`config.mk`:
```
export PLATFORM = sky130hd
export DESIGN_NAME = reset_sequencer
export DESIGN_NICKNAME = d
export VERILOG_FILES = /design/src/rtl/reset_sequencer.sv
export SDC_FILE = /design/constraint.sdc
export NUM_CORES = 1
export LEC_CHECK = 0
export CAP_MARGIN = 5
export CORE_ASPECT_RATIO = 1.1
export CORE_MARGIN = 8
export CORE_UTILIZATION = 51
export DETAILED_ROUTE_END_ITERATION = 8
export PLACE_DENSITY = 0.83
export SLEW_MARGIN = 10
export SYNTH_ARGS = -nofsm -noshare
export SYNTH_HDL_FRONTEND = slang
export SYNTH_SLANG_ARGS = --single-unit
export TNS_END_PERCENT = 20
```
`constraint.sdc`:
```
create_clock -name clk -period 1.8 [get_ports clk]
set_input_delay 0.27 -clock clk [delete_from_list [all_inputs] [get_ports clk]]
set_output_delay 0.27 -clock clk [all_outputs]
set_load 0.1 [all_outputs]
```
`src/rtl/reset_sequencer.sv`:
```
// Staged reset sequencer: synchronised lock/master-reset inputs, lock filter,
// ordered domain release and re-sequencing. Optional SW request path: RST_SEQ_SW_RESET_EN.
module reset_sequencer #(
  parameter int NUM_DOMAINS = 2,
  parameter int SYNC_STAGES = 2,
  parameter int LOCK_FILTER = 8,
  parameter int RELEASE_GAP = 16,
  parameter int HOLD_CYCLES = 32
) (
  input  logic                   clk,
  input  logic                   areset_n,
  input  logic                   pll_locked_i,
  input  logic                   master_areset_i,
  input  logic                   sw_rst_req_i,
  output logic [NUM_DOMAINS-1:0] domain_rst_n_o,
  output logic                   busy_o,
  output logic                   done_o
);

  // state     | meaning
  // WAIT_LOCK | all domains held, filtering ok for LOCK_FILTER cycles
  // RELEASE   | releasing domains in index order, RELEASE_GAP apart
  // RUN       | all domains released
  // HOLD      | all domains re-asserted for HOLD_CYCLES
  typedef enum logic [1:0] {WAIT_LOCK, RELEASE, RUN, HOLD} state_t;

  localparam int FW = $clog2(LOCK_FILTER + 1);
  localparam int GW = $clog2(RELEASE_GAP + 1);
  localparam int HW = $clog2(HOLD_CYCLES + 1);
  localparam logic [FW-1:0] FILT_MAX = FW'(LOCK_FILTER);
  localparam logic [GW-1:0] GAP_LOAD = GW'(RELEASE_GAP - 1);
  localparam logic [HW-1:0] HOLD_LOAD = HW'(HOLD_CYCLES - 1);
  localparam logic [NUM_DOMAINS-1:0] DOM_ONE = NUM_DOMAINS'(1);

  logic [1:0]             rst_sync;
  logic [SYNC_STAGES-1:0] lock_sync;
  logic [SYNC_STAGES-1:0] mrst_sync;
  logic                   ok;

  state_t                 state_q, state_nxt;
  logic [FW-1:0]          filt_q, filt_nxt;
  logic [GW-1:0]          gap_q, gap_nxt;
  logic [HW-1:0]          hold_q, hold_nxt;
  logic [NUM_DOMAINS-1:0] dom_q, dom_nxt;
  logic                   busy_q, busy_nxt;
  logic                   done_q, done_nxt;

`ifndef RST_SEQ_SW_RESET_EN
  logic sw_rst_unused;
  assign sw_rst_unused = sw_rst_req_i;
`endif

  // Reset assertion is immediate; release is delayed two cycles before the FSM may advance.
  always_ff @(posedge clk or negedge areset_n) begin
    if (!areset_n) rst_sync <= '0;
    else           rst_sync <= {rst_sync[0], 1'b1};
  end

  always_ff @(posedge clk or negedge areset_n) begin
    if (!areset_n) begin
      lock_sync <= '0;
      mrst_sync <= '1;
    end else begin
      lock_sync <= {lock_sync[SYNC_STAGES-2:0], pll_locked_i};
      mrst_sync <= {mrst_sync[SYNC_STAGES-2:0], master_areset_i};
    end
  end

  assign ok = lock_sync[SYNC_STAGES-1] & ~mrst_sync[SYNC_STAGES-1];

  always_comb begin
    state_nxt = state_q;
    filt_nxt  = filt_q;
    gap_nxt   = gap_q;
    hold_nxt  = hold_q;
    dom_nxt   = dom_q;
    busy_nxt  = 1'b1;
    done_nxt  = 1'b0;
    case (state_q)
      WAIT_LOCK: begin
        dom_nxt = '0;
        if (!ok) begin
          filt_nxt = '0;
        end else if (filt_q == FILT_MAX) begin
          state_nxt = RELEASE;
          gap_nxt   = GAP_LOAD;
          dom_nxt   = DOM_ONE;
        end else begin
          filt_nxt = filt_q + 1'b1;
        end
      end
      RELEASE: begin
        if (!ok) begin
          state_nxt = HOLD;
          hold_nxt  = HOLD_LOAD;
          filt_nxt  = '0;
          dom_nxt   = '0;
        end else if (dom_q[NUM_DOMAINS-1]) begin
          state_nxt = RUN;
          busy_nxt  = 1'b0;
          done_nxt  = 1'b1;
        end else if (gap_q == '0) begin
          gap_nxt = GAP_LOAD;
          dom_nxt = (dom_q << 1) | DOM_ONE;
        end else begin
          gap_nxt = gap_q - 1'b1;
        end
      end
      RUN: begin
`ifdef RST_SEQ_SW_RESET_EN
        if (!ok || sw_rst_req_i) begin
`else
        if (!ok) begin
`endif
          state_nxt = HOLD;
          hold_nxt  = HOLD_LOAD;
          filt_nxt  = '0;
          dom_nxt   = '0;
        end else begin
          busy_nxt = 1'b0;
          done_nxt = 1'b1;
        end
      end
      HOLD: begin
        dom_nxt = '0;
        if (hold_q == '0) begin
          state_nxt = WAIT_LOCK;
          filt_nxt  = '0;
        end else begin
          hold_nxt = hold_q - 1'b1;
        end
      end
      default: state_nxt = WAIT_LOCK;
    endcase
  end

  always_ff @(posedge clk or negedge areset_n) begin
    if (!areset_n) begin
      state_q <= WAIT_LOCK;
      filt_q  <= '0;
      gap_q   <= '0;
      hold_q  <= '0;
      dom_q   <= '0;
      busy_q  <= 1'b1;
      done_q  <= 1'b0;
    end else if (!rst_sync[1]) begin
      state_q <= WAIT_LOCK;
      filt_q  <= '0;
      gap_q   <= '0;
      hold_q  <= '0;
      dom_q   <= '0;
      busy_q  <= 1'b1;
      done_q  <= 1'b0;
    end else begin
      state_q <= state_nxt;
      filt_q  <= filt_nxt;
      gap_q   <= gap_nxt;
      hold_q  <= hold_nxt;
      dom_q   <= dom_nxt;
      busy_q  <= busy_nxt;
      done_q  <= done_nxt;
    end
  end

  assign domain_rst_n_o = dom_q;
  assign busy_o         = busy_q;
  assign done_o         = done_q;

endmodule

```
==> out/results.txt <==
status: finished, violations left
failing checks: setup timing
Worst-path clk slew: 150 ps
setup TNS: -1090 ps
GRT Total Usage: 16.3%
crit-path cells: inv_2 > ha_4 > or4b_4 > o21ai_4 > buf_4 > and3_2 > nand3_1 > o31ai_1
core area: 0.00300 mm2
Crit-path slowest cell: or4b_4
EDFF count, synth: 0
Sink Count: 27
Starting Density: 52.3%
DRC: 0
Avg WL per Cell: 16.9 um
net count after synthesis: 179
Root Driver: clkbuf_4
clk buf depth: 2
max-slew violations: 0
ys async rst share: 100%
sequential area share after synthesis: 43.4%
global-route wire length before repair: 6420 um
Power, Total: 1180 uW
Die ar.: 0.00510 mm2
Power Density: 588 mW/mm2
Synth cell types: 42
top-count cell post-synth: dfrtp_1
Final Skew: 4.01 ps
Synth area leader: dfrtp_1
crit-path leading delay family: simple AND/OR/NAND/NOR gates
Synth-to-Final Area Change: 28.7%
Final GP Congestion: 0.941
vias in the first global route: 1428
# setup viols final: 12
Worst setup SP type: register
initial antenna violation count: 0
Max-Cap Viols: 0
CTS tree: done
CTS buffer count: 3
total wire length: 3850 um
CP Buf/Inv Count: 2
H-tree Lvls: 1
RSZ-0062 raised after global routing: yes
non-filler cells, final: 228
largest net degree at the start of global routing: 28
I/O Buffers: 7
Yosys top cell area share: 38.3%
maximum clock frequency: 514 MHz
hpwl dp: 2610 um
nets@finish: 210
dpl ws: -114 ps
# diodes: 0
Synth Flop Type: dfrtp_1
Via Count: 1351
final hold vios: 0
CP Data Required Time: 2040 ps
Rows: 21
maximum vdd drop: 560 uV
synth warn: 0
final worst path period share: 108%
CP Class: reg -> reg
Mapped Cells: 164
post-layout minimum cycle time: 1940 ps
clock latency at the later pin of the worst-skew pair: 330 ps
most instantiated cells after synthesis: dfrtp_1, a21oi_1, inv_1, nor2_1
cell area after synthesis: 0.00157 mm2
I/O Pins: 9
Hold WC Path Type: in -> async
setup ws final: -145 ps
antenna-violating nets left: 0
die height: 74.1 um
synth top area cells: dfrtp_1, ha_1, dfstp_2, a21oi_1, o21ai_0
DRT iter0 DRCs: 70
CP peak stage delay: 500 ps
worst path arrival time: 2190 ps
routed vias/inst: 5.93
Cells after DPL: 219
Static Leak: 0.000890 uW
1st-pass router iterations: 4
gr ovfl total: 0
CP Capture Type: register
die span in x: 68.8 um
FF+latch count, synth: 27
mean post-synth cell area: 9.55 um2
Critical Path Fanout Max: 3
share of post-route cells with drive strength above 1: 33.5%
-- routing by layer --
| layer | vias to the layer above | part of all wire [%] | global-route usage (%) |
|---|---|---|---|
| met3 | 13 | 3.9 | 4.07 |
| met2 | 33 | 52 | 25.8 |
| met4 | 0 | 3.2 | 10.0 |
| li1 | 643 | - | - |
| met5 | - | 0 | 0 |
| met1 | 662 | 40 | 19.1 |
-- cell families (layout without fill, tap and decap cells) --
kind of cell | after synthesis | in the layout | synth area share (%)
buffers and inverters | 19 | 49 | 5.19
adder cells (fa/ha/maj) | 10 | 10 | 7.99
AND/OR/NAND/NOR | 59 | 59 | 20.9
multiplexers | 3 | 3 | 1.92
AO/OA/AOI/OAI | 45 | 45 | 20.4
flip-flops | 27 | 27 | 43.4
other | 1 | 1 | 0.239
-- registers in the layout (all words and copies together) (netlist names) --
name and cells:
rst_sync 2, mrst_sync 2, done_o 1, filt_q 4, gap_q 5, domain_rst_n_o 2, busy_o 1, hold_q 6
lock_sync 2, state_q 2
-- where the power goes --
part	leakage, uW	internal (uW)	switching [uW]	total, uW
registers	0.000346	632	25.0	657
logic	0.000531	117	136	252
clock network	0.0000139	85.3	190	275
-- metrics by stage --
| step | area (um2) | hold WS [ps] | utilization [%] |
|---|---|---|---|
| 6_report | 2020 | 283 | 67.3 |
| 5_1_grt | 2020 | 302 | 67.3 |
| 3_3_place_gp | 1850 | 331 | 61.8 |
| 3_5_place_dp | 1850 | 343 | 61.8 |
| 2_1_floorplan | 1590 | -25.6 | - |
| 4_1_cts | 1950 | 285 | 65.0 |
-- cells in the final DEF (no fill, tap or decap), types with 2 or more instances in the layout --
master / count
o21ai_1: 2
nor3_1: 5
o21ai_0: 7
o21ai_4: 2
and3_1: 3
mux2i_1: 3
o31ai_1: 2
nand2b_1: 2
nand3_1: 8
buf_12: 3
inv_2: 3
a21oi_2: 2
inv_1: 10
a21o_1: 5
dfrtp_1: 22
buf_6: 2
clkdlybuf4s50_1: 3
nand4_1: 3
ha_1: 8
nor2b_1: 2
buf_4: 24
nor2_1: 13
clkbuf_4: 3
dfrtp_2: 2
a311oi_1: 2
a21oi_1: 13
nand2_1: 7
dfstp_2: 3
-- repair_timing --
action / 4_1_cts / 5_1_grt
pin swaps: 5 / 5
endpoints found under the setup margin: 15 / 17
cloned: 0 / 0
endpoints found under the hold margin: 0 / 0
hold buffers: 0 / 0
setup buffers: 3 / 2
gates resized for setup: 9 / 14
-- final cells by class --
cell class / instances / area, um2
Timing Repair Buffer: 32 / 293
Sequential cell: 27 / 682
Inverter: 13 / 48.8
Tap cell: 34 / 42.5
Clock inverter: 1 / 7.51
Multi-Input combinational cell: 118 / 920
Fill cell: 222 / 980
Clock buffer: 3 / 22.5
-- final timing paths --
path | slack [ps] | depth (start not counted) | startpoint | endpoint
max | -140 | 8 | hold_q[1]$_DFFE_PN0P_ | filt_q[1]$_DFFE_PN0P_
min | 280 | 2 | areset_n | gap_q[2]$_DFFE_PN0P_
max reg2reg | -140 | 8 | hold_q[1]$_DFFE_PN0P_ | filt_q[1]$_DFFE_PN0P_
min reg2reg | 370 | 0 | lock_sync[0]$_DFF_PN0_ | lock_sync[1]$_DFF_PN0_
max in group asynchronous | 1210 | 2 | areset_n | mrst_sync[1]$_DFF_PN1_
min in group clk | 320 | 1 | master_areset_i | mrst_sync[0]$_DFF_PN1_
Power figures use the tool's default switching activity.
